File: src/rtl/alu_ctrl_idex_if.sv
// Bundle between the ID stage and the ID/EX control register: decode inputs,
// pipeline controls and the registered ALU control outputs.
interface alu_ctrl_idex_if;
    logic [31:0] Instruction;
    logic        InValid;
    logic        Stall;
    logic        Flush;
    logic        OutValid;
    logic [5:0]  ALUFun;
    logic        Sign;
    logic        ALUSrcA;
    logic        ALUSrcB;
    logic [4:0]  Shamt;
    logic [31:0] ImmExt;
    logic        RegWrite;
    logic        Illegal;
    logic        IllegalSticky;

    modport master (
        output Instruction, InValid, Stall, Flush,
        input  OutValid, ALUFun, Sign, ALUSrcA, ALUSrcB, Shamt, ImmExt,
               RegWrite, Illegal, IllegalSticky
    );

    modport slave (
        input  Instruction, InValid, Stall, Flush,
        output OutValid, ALUFun, Sign, ALUSrcA, ALUSrcB, Shamt, ImmExt,
               RegWrite, Illegal, IllegalSticky
    );
endinterface

File: src/rtl/alu_ctrl_idex.sv
// MIPS ID-stage ALU control decoder feeding the ID/EX pipeline register,
// with stall/flush handling and illegal-instruction tracking.
module alu_ctrl_idex #(
    parameter int IMM_W = 16
) (
    input  logic             clk,
    input  logic             reset,
    alu_ctrl_idex_if.slave   bus
);
    localparam logic [5:0] FUN_ADD = 6'b000000;
    localparam logic [5:0] FUN_SUB = 6'b000001;
    localparam logic [5:0] FUN_AND = 6'b011000;
    localparam logic [5:0] FUN_OR  = 6'b011110;
    localparam logic [5:0] FUN_XOR = 6'b010110;
    localparam logic [5:0] FUN_NOR = 6'b010001;
    localparam logic [5:0] FUN_SLL = 6'b100000;
    localparam logic [5:0] FUN_SRL = 6'b100001;
    localparam logic [5:0] FUN_SRA = 6'b100011;
    localparam logic [5:0] FUN_EQ  = 6'b110011;
    localparam logic [5:0] FUN_NE  = 6'b110001;
    localparam logic [5:0] FUN_LT  = 6'b110101;
    localparam logic [5:0] FUN_LEZ = 6'b111101;
    localparam logic [5:0] FUN_LTZ = 6'b111011;
    localparam logic [5:0] FUN_GTZ = 6'b111111;

    typedef struct packed {
        logic        valid;
        logic [5:0]  fun;
        logic        sign;
        logic        src_a;
        logic        src_b;
        logic [4:0]  shamt;
        logic [31:0] imm;
        logic        reg_write;
        logic        illegal;
    } slot_t;

    slot_t slot_q, slot_d, dec;
    logic  sticky_q, sticky_d;
    logic  legal;

    logic [5:0]       opcode;
    logic [5:0]       funct;
    logic [4:0]       rt;
    logic [IMM_W-1:0] imm;
    logic [31:0]      imm_sext;
    logic [31:0]      imm_zext;
    logic             unused_rs;

    assign opcode    = bus.Instruction[31:26];
    assign funct     = bus.Instruction[5:0];
    assign rt        = bus.Instruction[20:16];
    assign imm       = bus.Instruction[IMM_W-1:0];
    assign imm_sext  = {{(32-IMM_W){imm[IMM_W-1]}}, imm};
    assign imm_zext  = {{(32-IMM_W){1'b0}}, imm};
    assign unused_rs = ^bus.Instruction[25:21];

    always_comb begin
        dec       = '0;
        dec.valid = 1'b1;
        dec.sign  = 1'b1;
        dec.imm   = imm_sext;
        legal     = 1'b1;
        case (opcode)
            6'b000000: begin
                dec.reg_write = 1'b1;
                case (funct)
                    6'b100000: dec.fun = FUN_ADD;
                    6'b100001: begin dec.fun = FUN_ADD; dec.sign = 1'b0; end
                    6'b100010: dec.fun = FUN_SUB;
                    6'b100011: begin dec.fun = FUN_SUB; dec.sign = 1'b0; end
                    6'b100100: dec.fun = FUN_AND;
                    6'b100101: dec.fun = FUN_OR;
                    6'b100110: dec.fun = FUN_XOR;
                    6'b100111: dec.fun = FUN_NOR;
                    6'b101010: dec.fun = FUN_LT;
                    6'b101011: begin dec.fun = FUN_LT; dec.sign = 1'b0; end
                    6'b000000: begin dec.fun = FUN_SLL; dec.src_a = 1'b1; dec.shamt = bus.Instruction[10:6]; end
                    6'b000010: begin dec.fun = FUN_SRL; dec.src_a = 1'b1; dec.shamt = bus.Instruction[10:6]; end
                    6'b000011: begin dec.fun = FUN_SRA; dec.src_a = 1'b1; dec.shamt = bus.Instruction[10:6]; end
                    6'b000100: dec.fun = FUN_SLL;
                    6'b000110: dec.fun = FUN_SRL;
                    6'b000111: dec.fun = FUN_SRA;
                    6'b001000: begin dec.fun = FUN_ADD; dec.reg_write = 1'b0; end
                    6'b001001: dec.fun = FUN_ADD;
                    default:   legal = 1'b0;
                endcase
            end
            6'b001000: begin dec.fun = FUN_ADD; dec.src_b = 1'b1; dec.reg_write = 1'b1; end
            6'b001001: begin dec.fun = FUN_ADD; dec.src_b = 1'b1; dec.reg_write = 1'b1; dec.sign = 1'b0; end
            6'b100011: begin dec.fun = FUN_ADD; dec.src_b = 1'b1; dec.reg_write = 1'b1; end
            6'b101011: begin dec.fun = FUN_ADD; dec.src_b = 1'b1; end
            6'b001010: begin dec.fun = FUN_LT;  dec.src_b = 1'b1; dec.reg_write = 1'b1; end
            6'b001011: begin dec.fun = FUN_LT;  dec.src_b = 1'b1; dec.reg_write = 1'b1; dec.sign = 1'b0; end
            6'b001100: begin dec.fun = FUN_AND; dec.src_b = 1'b1; dec.reg_write = 1'b1; dec.imm = imm_zext; end
            6'b001101: begin dec.fun = FUN_OR;  dec.src_b = 1'b1; dec.reg_write = 1'b1; dec.imm = imm_zext; end
            6'b001110: begin dec.fun = FUN_XOR; dec.src_b = 1'b1; dec.reg_write = 1'b1; dec.imm = imm_zext; end
            // lui: shift the zero-extended immediate left by a constant 16
            6'b001111: begin
                dec.fun       = FUN_SLL;
                dec.src_a     = 1'b1;
                dec.shamt     = 5'd16;
                dec.src_b     = 1'b1;
                dec.imm       = imm_zext;
                dec.reg_write = 1'b1;
            end
            6'b000100: dec.fun = FUN_EQ;
            6'b000101: dec.fun = FUN_NE;
            6'b000110: dec.fun = FUN_LEZ;
            6'b000111: dec.fun = FUN_GTZ;
            6'b000001: begin
                dec.fun = FUN_LTZ;
                legal   = (rt == 5'd0);
            end
            6'b000010: dec.fun = FUN_ADD;
            6'b000011: begin dec.fun = FUN_ADD; dec.reg_write = 1'b1; end
            default:   legal = 1'b0;
        endcase
        if (!legal) begin
            dec         = '0;
            dec.valid   = 1'b1;
            dec.illegal = 1'b1;
        end
    end

    // Flush beats stall; the sticky flag only sees instructions actually loaded.
    always_comb begin
        slot_d   = slot_q;
        sticky_d = sticky_q;
        if (bus.Flush) begin
            slot_d = '0;
        end else if (bus.Stall) begin
            slot_d = slot_q;
        end else if (!bus.InValid) begin
            slot_d = '0;
        end else begin
            slot_d   = dec;
            sticky_d = sticky_q | dec.illegal;
        end
    end

    always_ff @(posedge clk) begin
        if (reset) begin
            slot_q   <= '0;
            sticky_q <= 1'b0;
        end else begin
            slot_q   <= slot_d;
            sticky_q <= sticky_d;
        end
    end

    assign bus.OutValid      = slot_q.valid;
    assign bus.ALUFun        = slot_q.fun;
    assign bus.Sign          = slot_q.sign;
    assign bus.ALUSrcA       = slot_q.src_a;
    assign bus.ALUSrcB       = slot_q.src_b;
    assign bus.Shamt         = slot_q.shamt;
    assign bus.ImmExt        = slot_q.imm;
    assign bus.RegWrite      = slot_q.reg_write;
    assign bus.Illegal       = slot_q.illegal;
    assign bus.IllegalSticky = sticky_q;
endmodule

File: src/flat_wrapper.sv
// flat-port wrapper written by rule: the top's interface ports become plain ports
module alu_ctrl_idex_flat 
#(
    parameter int IMM_W = 16
)
  (clk, reset, bus_Instruction, bus_InValid, bus_Stall, bus_Flush, bus_OutValid, bus_ALUFun, bus_Sign, bus_ALUSrcA, bus_ALUSrcB, bus_Shamt, bus_ImmExt, bus_RegWrite, bus_Illegal, bus_IllegalSticky);
  alu_ctrl_idex_if bus_i ();
  input  logic clk;
  input  logic reset;
  input wire logic [$bits(bus_i.Instruction)-1:0] bus_Instruction;
  input wire logic [$bits(bus_i.InValid)-1:0] bus_InValid;
  input wire logic [$bits(bus_i.Stall)-1:0] bus_Stall;
  input wire logic [$bits(bus_i.Flush)-1:0] bus_Flush;
  output wire logic [$bits(bus_i.OutValid)-1:0] bus_OutValid;
  output wire logic [$bits(bus_i.ALUFun)-1:0] bus_ALUFun;
  output wire logic [$bits(bus_i.Sign)-1:0] bus_Sign;
  output wire logic [$bits(bus_i.ALUSrcA)-1:0] bus_ALUSrcA;
  output wire logic [$bits(bus_i.ALUSrcB)-1:0] bus_ALUSrcB;
  output wire logic [$bits(bus_i.Shamt)-1:0] bus_Shamt;
  output wire logic [$bits(bus_i.ImmExt)-1:0] bus_ImmExt;
  output wire logic [$bits(bus_i.RegWrite)-1:0] bus_RegWrite;
  output wire logic [$bits(bus_i.Illegal)-1:0] bus_Illegal;
  output wire logic [$bits(bus_i.IllegalSticky)-1:0] bus_IllegalSticky;
  assign bus_i.Instruction = bus_Instruction;
  assign bus_i.InValid = bus_InValid;
  assign bus_i.Stall = bus_Stall;
  assign bus_i.Flush = bus_Flush;
  assign bus_OutValid = bus_i.OutValid;
  assign bus_ALUFun = bus_i.ALUFun;
  assign bus_Sign = bus_i.Sign;
  assign bus_ALUSrcA = bus_i.ALUSrcA;
  assign bus_ALUSrcB = bus_i.ALUSrcB;
  assign bus_Shamt = bus_i.Shamt;
  assign bus_ImmExt = bus_i.ImmExt;
  assign bus_RegWrite = bus_i.RegWrite;
  assign bus_Illegal = bus_i.Illegal;
  assign bus_IllegalSticky = bus_i.IllegalSticky;
  alu_ctrl_idex #(.IMM_W(IMM_W)) u_core (.clk(clk), .reset(reset), .bus(bus_i));
endmodule
File: config.mk
export PLATFORM = sky130hd
export DESIGN_NAME = alu_ctrl_idex_flat
export DESIGN_NICKNAME = d
export VERILOG_FILES = /design/src/rtl/alu_ctrl_idex_if.sv /design/src/rtl/alu_ctrl_idex.sv /design/src/flat_wrapper.sv
export SDC_FILE = /design/constraint.sdc
export NUM_CORES = 1
export LEC_CHECK = 0
export CAP_MARGIN = 0
export CORE_AREA = 2 2 71 80
export CTS_CLUSTER_DIAMETER = 200
export DETAILED_ROUTE_END_ITERATION = 10
export DIE_AREA = 0 0 73 82
export GPL_TIMING_DRIVEN = 0
export PLACE_DENSITY = 0.71
export SYNTH_ARGS = -nofsm -noshare
export SYNTH_HDL_FRONTEND = slang
export SYNTH_SLANG_ARGS = --single-unit
File: constraint.sdc
create_clock -name clk -period 1.9 [get_ports clk]
set_input_delay 0.38 -clock clk [delete_from_list [all_inputs] [get_ports clk]]
set_output_delay 0.38 -clock clk [all_outputs]
set_load 0.01 [all_outputs]
# Word level (Yosys, flattened, before mapping)
# Index checks and enable logic that the tools add are counted.
# totals
regBits	50
in_bits	37
elab_cells	82
# op_classes
eq_ne	34
n_mux	16
n_bitwise	3
reduce_logical	19
# ops
cell	count
$eq 6x6->1 const B	12
$pmux 6 s11	1
$eq 6x4->1 const B	10
$pmux 6 s9	1
$mux 49	1
$mux 48	1
$eq 6x3->1 const B	7
$mux 32	1
$eq 6x2->1 const B	4
$reduce_or 10->1	2
$reduce_or 18->1	1
$reduce_or 16->1	1
$reduce_or 2->1	8
$logic_not 6->1	2
$pmux 5 s2	1
$eq 6x1->1 const B	1
$pmux 1 s2	3
$reduce_or 3->1	2
$logic_not 5->1	1
$mux 1	5
$mux 5	1
$reduce_or 4->1	1
$pmux 1 s3	1
$reduce_and 3->1	1
other kinds (2)	3

# Depth between registers and ports, before layout
# Gate-level depths: netlist of run 1.
# depth
depth_word	6
mapped_depth	7
depth_no_buf	5

# Least setup slack after synthesis of run 1
# No wires, ideal clock.
# synth_timing
path_type	input to register
start	input bus_Flush
end	register u_core.slot_q (netlist bit u_core.bus.ImmExt[10])
setup_time_ps	60
arrival_time_ps	1767
required_time_ps	1840
path_slack_ps	73
stages	7
path_cell_list	or2_1 > buf_6 > or2_4 > a211o_1 > o22ai_4 > buf_6 > a22o_1
# synth_between
elab_chain_cells	1
# synth_rtl
item	line	rtl
start, declared	flat_wrapper.sv:13	input wire logic [$bits(bus_i.Flush)-1:0] bus_Flush;
$reduce_or 2->1 (no source line)	--	
end signal, assigned	alu_ctrl_idex.sv:147	slot_q <= slot_d;
end, declared	alu_ctrl_idex.sv:38	slot_t slot_q, slot_d, dec;
# No other way between the ends.
# A chain may end at the register's enable or synchronous reset.

# Worst setup path after layout of run 1
# layout_timing
start	input bus_Instruction[3]
end	register u_core.slot_q (netlist bit u_core.bus.ImmExt[7])
# layout_between
elab_chain_cells	6
# layout_rtl
item	line	rtl
start, declared	flat_wrapper.sv:10	input wire logic [$bits(bus_i.Instruction)-1:0] bus_Instruction;
$eq 6x6->1 (tied with other cells)	alu_ctrl_idex.sv:67	case (funct)
$reduce_or 18->1 (no source line) *	--	
$mux 1 *	alu_ctrl_idex.sv:67	
$pmux 1 s3 *	alu_ctrl_idex.sv:64	case (opcode)
$mux 48 *	alu_ctrl_idex.sv:119	if (!legal) begin
$mux 49 *	alu_ctrl_idex.sv:134	end else if (!bus.InValid) begin
# Every way passes the cells marked *; elsewhere a longest branch is shown, timed or not.

==> flow_summary.ini, run 1 <==
[run_status]
status = completed

[drt]
drcViolationCount = 0
dr.pass1.iters = 4
vias = 1955
wl_per_cell_um = 15.1
routed_wl_mm = 5.56
vias_per_cell = 5.30
ant_nets = 0
drtIter0Drc = 72

[clock_tree]
worstSkewPairLatency_ns = 0.28
cts_sinks = 35
clk_pin_slew_ns = 0.07
numCtsBuffers = 5
cts_tree = built
cts-hold-fix-buffers = 0
cts-root-buf = clkbuf_8
cts.path.max_buffers = 2
htree_levels = 2

[logic_synthesis]
yosys-top-cells-area = dfxtp_1 37%, a22o_1 12%, buf_4 6.4%
synth_fa_ha_area_share_pct = 0
synth_top_area_cell = dfxtp_1
yosys.cell_types.count = 50
synth_edf_count = 0
post_synth_inst_count = 210
synth_top_area_share_pct = 37.3
synth_simple_gate_area_share_pct = 19.2
synth_top_family_by_area = compound AO/OA/AOI/OAI gates
synth.avg_cell_area_um2 = 8.95
yosysSeqAreaShare_pct = 37.3
synth_flop_cell = dfxtp_1
synth_seq_cells = 35
synth_warnings = 0
netlist_area_um2 = 1880
async_flop_share_pct = 0
synth_mux_area_share_pct = 1.13
synth_xor_area_share_pct = 0.932
synth-compound-area-share_pct = 30.3
syn_nets = 247

[cells_and_area]
area_growth_pct = 62.3
finalNetCount = 345
drive_gt1_share_pct = 22.3
fin_cells = 369
multi_input_area_um2 = 1030
seqCellArea_um2 = 704
antenna_cells = 0
n_fill_cell = 487

[sta]
setup_violations = 0
worstMarginPinSlew_ns = 0.464
timing.final.hold_violations = 0
maxSlewHeadroom_pct = 69.1
post-route-min-period_ns = 1.88
tns_ns = 0
fmax_ghz = 0.532
final.setup_skew_ns = 0
post-route-period-util_pct = 98.9
maxSlewViolCount = 0
hold_ws_ns = 0.414

[global_route]
grt-ovfl-total = 0
gr-usage-met1_pct = 23.9
antenna_found_initial = 0
gr-usage-met2_pct = 31.7
grt_pass1_wl_mm = 8.89
grtUsageTotal_pct = 19.1
use_met3_pct = 5.40
grt_max_degree = 18
grt_busiest_layer = met2
grt_pass1_vias = 1796

[power]
p_per_area_nw_per_um2 = 593
max-vdd-ir-drop_mv = 0.443
p_leak_nw = 1.18

[place]
gp_congestion = 0.824
dp.cells = 348
dp_hpwl_mm = 4.01
portBuffers = 78

[floorplanning]
num_rows = 28
core_area_um2 = 5220
io_pins = 87
die_x_um = 73
dieHeight_um = 82
start_util_pct = 36.0
die_area_um2 = 5990

[min_path]
hold_class = input pin to flip-flop

[setup_path]
worst_setup_path_start_kind = input pin
cp.required_ns = 2.13
slowest_stage = clkdlybuf4s50_1
critPathBufInv = 3
cp-end-kind = flip-flop
crit_type = input pin to flip-flop
critical-path-top-delay-family = buffers and inverters
slowest_delay_ns = 0.51
crit_fanout = 5
crit_arrival_ns = 2.11
path_cells = clkdlybuf4s50_1, nor2_1, a22oi_1, nand4_1, o22ai_4, buf_12, buf_6, a22o_1

[flow_run]
drv_cap = 0
kinds of logic after synthesis:
group	after synthesis
buffers and inverters	34
flip-flops	35
multiplexers	2
AO/OA/AOI/OAI	76
AND/OR/NAND/NOR	61
XOR/XNOR	2
power breakdown:
part | switching (mW) | total, mW | internal, mW | leakage [nW]
clock network | 0.270 | 0.794 | 0.525 | 0.0654
logic | 0.137 | 0.271 | 0.135 | 0.830
registers | 0.00345 | 0.741 | 0.738 | 0.283
layer usage:
| metal | vias up | share of wire [%] |
|---|---|---|
| met5 | - | 0 |
| met4 | 0 | 0.65 |
| met2 | 81 | 49 |
| met3 | 4 | 7.0 |
| met1 | 909 | 44 |
| li1 | 961 | - |
final cells by class:
class,count,share of cell area [%]
buffer,30,7.06
timing repair buffer,91,28.8
inverter,4,0.492
clock buffer,6,2.38
clock inverter,2,1.97
multi-input combinational,141,33.7
tap,60,2.46
sequential,35,23.1
state kept, by name (all words and copies together) (netlist names):
name and cells:
u_core.bus.IllegalSticky 1, u_core.bus.Sign 1, u_core.bus.RegWrite 1, u_core.bus.Shamt 5, u_core.bus.Illegal 1, u_core.bus.OutValid 1
u_core.bus.ImmExt 17, u_core.bus.ALUFun 6, u_core.bus.ALUSrcA 1, u_core.bus.ALUSrcB 1
worst paths after layout:
kind                                      start                            endpoint  slack, ns  cells past startpoint
max reg2reg  u_core.bus.ImmExt[30]$_SDFFE_PP0N_  u_core.bus.ImmExt[30]$_SDFFE_PP0N_       1.19                      1
min                                   bus_Stall     u_core.bus.ALUSrcA$_SDFFE_PP0N_       0.41                      3
max                          bus_Instruction[3]   u_core.bus.ImmExt[7]$_SDFFE_PP0N_       0.02                      8
min reg2reg    u_core.bus.OutValid$_SDFFE_PP0N_    u_core.bus.OutValid$_SDFFE_PP0N_       0.47                      2
worst min-delay path, stage by stage:
cell	delay [ns]
buf_2	0.15
nand2_1	0.07
a21oi_1	0.05
cell usage in the layout, fill, tap and decap left out, types with 3 or more instances in the layout:
master / netlist / layout
dlygate4sd2_1: 0 / 7
clkbuf_1: 6 / 5
a22oi_1: 6 / 6
buf_6: 2 / 9
a21oi_1: 13 / 12
clkbuf_2: 0 / 4
nor3_1: 3 / 3
a211o_1: 3 / 3
buf_2: 5 / 4
clkdlybuf4s50_1: 0 / 66
nor2_1: 12 / 11
o22ai_1: 6 / 6
clkbuf_8: 0 / 5
nand2_1: 10 / 10
a22o_1: 25 / 25
buf_4: 16 / 23
nor2b_1: 8 / 6
nand3_1: 3 / 3
dfxtp_1: 35 / 34
inv_1: 4 / 4
o21ai_0: 10 / 9
nand2b_1: 4 / 3
Yosys cell counts, types with 2 or more instances:
cell / n
dfxtp_1: 35
a22o_1: 25
buf_4: 16
a21oi_1: 13
nor2_1: 12
nand2_1: 10
o21ai_0: 10
nor2b_1: 8
a22oi_1: 6
clkbuf_1: 6
o22ai_1: 6
buf_2: 5
inv_1: 4
nand2b_1: 4
a211o_1: 3
nand3_1: 3
nor3_1: 3
a31oi_1: 2
and3_1: 2
buf_6: 2
nand3b_1: 2
nand4_1: 2
nor3b_1: 2
nor4_1: 2
or2_2: 2
what timing repair did:
action / CTS / global route
cloned: 1 / 0
setup buffers: 10 / 2
resized for setup: 33 / 19
setup endpoints to repair: 47 / 36
pin swaps: 9 / 7
per-stage QoR:
| step | setup slack [ns] | area, um^2 | power [mW] | util (%) |
|---|---|---|---|---|
| final | 0.0204 | 3050 | 1.81 | 58.4 |
| after global routing | -0.00587 | 3050 | 1.88 | 58.4 |
| after CTS | 0.00351 | 3000 | 1.82 | 57.5 |
| after detailed placement | -0.740 | 2740 | 1.01 | 52.4 |
| after global placement | -0.740 | 2740 | 1.01 | 52.4 |
| after floorplan | 0.0734 | 1880 | 0.890 | - |
No activity file was read; power rests on OpenSTA's default activity.
==> inputs of run 2 (changes only) <==
Settings changed: CORE_AREA 2 2 71 80 to 5 5 74 83, DIE_AREA 0 0 73 82 to 0 0 79 88, MAX_ROUTING_LAYER set to met4.
==> run 2 against run 1 <==
Net effect: design area is 0.16% lower; clock skew unchanged; highest routed layer unchanged; clock power decreased by 16%; register-to-register slack about the same; wire length increased by 2.7%; via count is 0.51% higher; combinational power rose by 1%; non-clock buffer count stayed put; largest power group is now sequential cells.
==> flow_summary.ini, run 2 (same netlist as run 1, synthesis figures left out) <==
[place]
place_area_um2 = 2740
dp_hpwl_mm = 4.20
portBuffers = 78
dp.cells = 348
gp_congestion = 0.845

[setup_path]
worst_setup_path_start_kind = input pin
crit_arrival_ns = 2.01
crit_fanout = 5
cp-end-kind = flip-flop
crit_type = input pin to flip-flop
crit_start = bus_Instruction[29]
r2r-start = u_core.bus.ImmExt[30]$_SDFFE_PP0N_
cp.required_ns = 2.08

[cells_and_area]
final_util_pct = 58.3
largest_reg_flops = 17
layout_commonest_cell = clkdlybuf4s50_1
finalNetCount = 345
area_growth_pct = 62.0
design_area_um2 = 3040
antenna_cells = 0
n_fill_cell = 491
fin_cells = 369
drive_gt1_share_pct = 22.3
layout_common_cells = 65 x clkdlybuf4s50_1, 34 x dfxtp_1, 27 x buf_4

[clock_tree]
clk_pin_slew_ns = 0.08
cts-root-buf = clkbuf_8
cts_sinks = 35
htree_levels = 2
cts-hold-fix-buffers = 0
worstSkewPairLatency_ns = 0.29
cts_tree = built
numCtsBuffers = 5
cts.path.max_buffers = 2

[drt]
routed_wl_mm = 5.72
vias_per_cell = 5.33
ant_nets = 0
drcViolationCount = 0
dr.pass1.iters = 4
drtIter0Drc = 81
wl_per_cell_um = 15.5
vias = 1965

[run_status]
status = completed

[power]
finalPower_mw = 1.69
p_per_area_nw_per_um2 = 554
max-vdd-ir-drop_mv = 0.470
p_leak_nw = 1.19

[min_path]
holdCritStartpoint = bus_Stall
hold_class = input pin to flip-flop

[global_route]
grt_max_degree = 18
grt-ovfl-total = 0
grt_pass1_vias = 1948
grt_pass1_wl_mm = 9.27
antenna_found_initial = 0
grtUsageTotal_pct = 17.3

[sta]
final.setup_skew_ns = 0
tns_ns = 0
maxSlewViolCount = 0
post-route-period-util_pct = 96.1
rsz0062_at_grt = true
worstMarginPinSlew_ns = 0.409
maxSlewHeadroom_pct = 72.8
timing.final.hold_violations = 0
setup_violations = 0
fmax_ghz = 0.548
post-route-min-period_ns = 1.83

[floorplanning]
die_x_um = 79
num_rows = 28
start_util_pct = 36.0
io_pins = 87
dieHeight_um = 88
core_area_um2 = 5220
die_area_um2 = 6950

[flow_run]
drv_cap = 0
-- run 2: cell count changes in the layout (fill, tap and decap cells not counted), sizes merged --
cell / previous run / this run
bufinv: 2 / 1
clkbuf: 15 / 11
clkdlybuf4s15: 0 / 1
clkdlybuf4s50: 66 / 65
clkinv: 0 / 2
dlymetal6s2s: 1 / 4
-- run 2: worst paths after layout --
path / depth (start not counted) / end / slack [ns]
worst max-delay path: 6 / u_core.bus.ImmExt[11]$_SDFFE_PP0N_ / 0.07
worst min register to register: 2 / u_core.bus.ALUSrcA$_SDFFE_PP0N_ / 0.47
worst max register to register: 1 / u_core.bus.ImmExt[30]$_SDFFE_PP0N_ / 1.18
worst min-delay path: 3 / u_core.bus.ALUSrcA$_SDFFE_PP0N_ / 0.40
-- run 2: timing repair --
action	in CTS	in global routing
pin swaps	9	11
gates resized for setup	31	18
buffers inserted	11	2
cloned	1	0
endpoints found under the setup margin	47	41
-- run 2: per-layer routing --
| layer | up-vias | share of wire [%] | wire (um) | GRT usage (%) |
|---|---|---|---|---|
| met5 | - | 0 | 0 | - |
| met4 | 0 | 1.6 | 93 | 5.78 |
| met3 | 10 | 8.5 | 485 | 5.35 |
| met2 | 84 | 47 | 2660 | 27.6 |
| met1 | 905 | 43 | 2480 | 20.7 |
| li1 | 966 | - | - | - |
-- run 2: where the power goes --
| part | switching [mW] | total (mW) | internal [mW] |
|---|---|---|---|
| Sequential | 0.00343 | 0.741 | 0.738 |
| Combinational | 0.137 | 0.275 | 0.137 |
| Clock | 0.280 | 0.670 | 0.390 |
| Total | 0.420 | 1.69 | 1.27 |
-- run 2: area by class of cell --
class,instances,area (um^2),share of cell area (%)
inverters,4,15.0,0.493
repair buffers,92,898,29.5
clock buffers,5,68.8,2.26
multi-input cells,141,1030,33.9
well taps,60,75.1,2.47
plain buffers,29,206,6.78
flip-flops and latches,35,704,23.1
clock inverters,3,43.8,1.44
-- run 2: critical path, cell delays in order --
cell and delay (ns):
dlygate4sd2_1 0.31, or2_2 0.38, nor4_4 0.39, o22ai_4 0.16, buf_6 0.16, a22o_1 0.22
-- run 2: stage by stage --
stage / hold slack [ns] / worst slack, ns
after floorplan: 0.481 / 0.0734
after global placement: 0.449 / -0.674
after detailed placement: 0.452 / -0.684
after CTS: 0.391 / 0.0172
after global routing: 0.418 / -0.0193
final: 0.402 / 0.0740
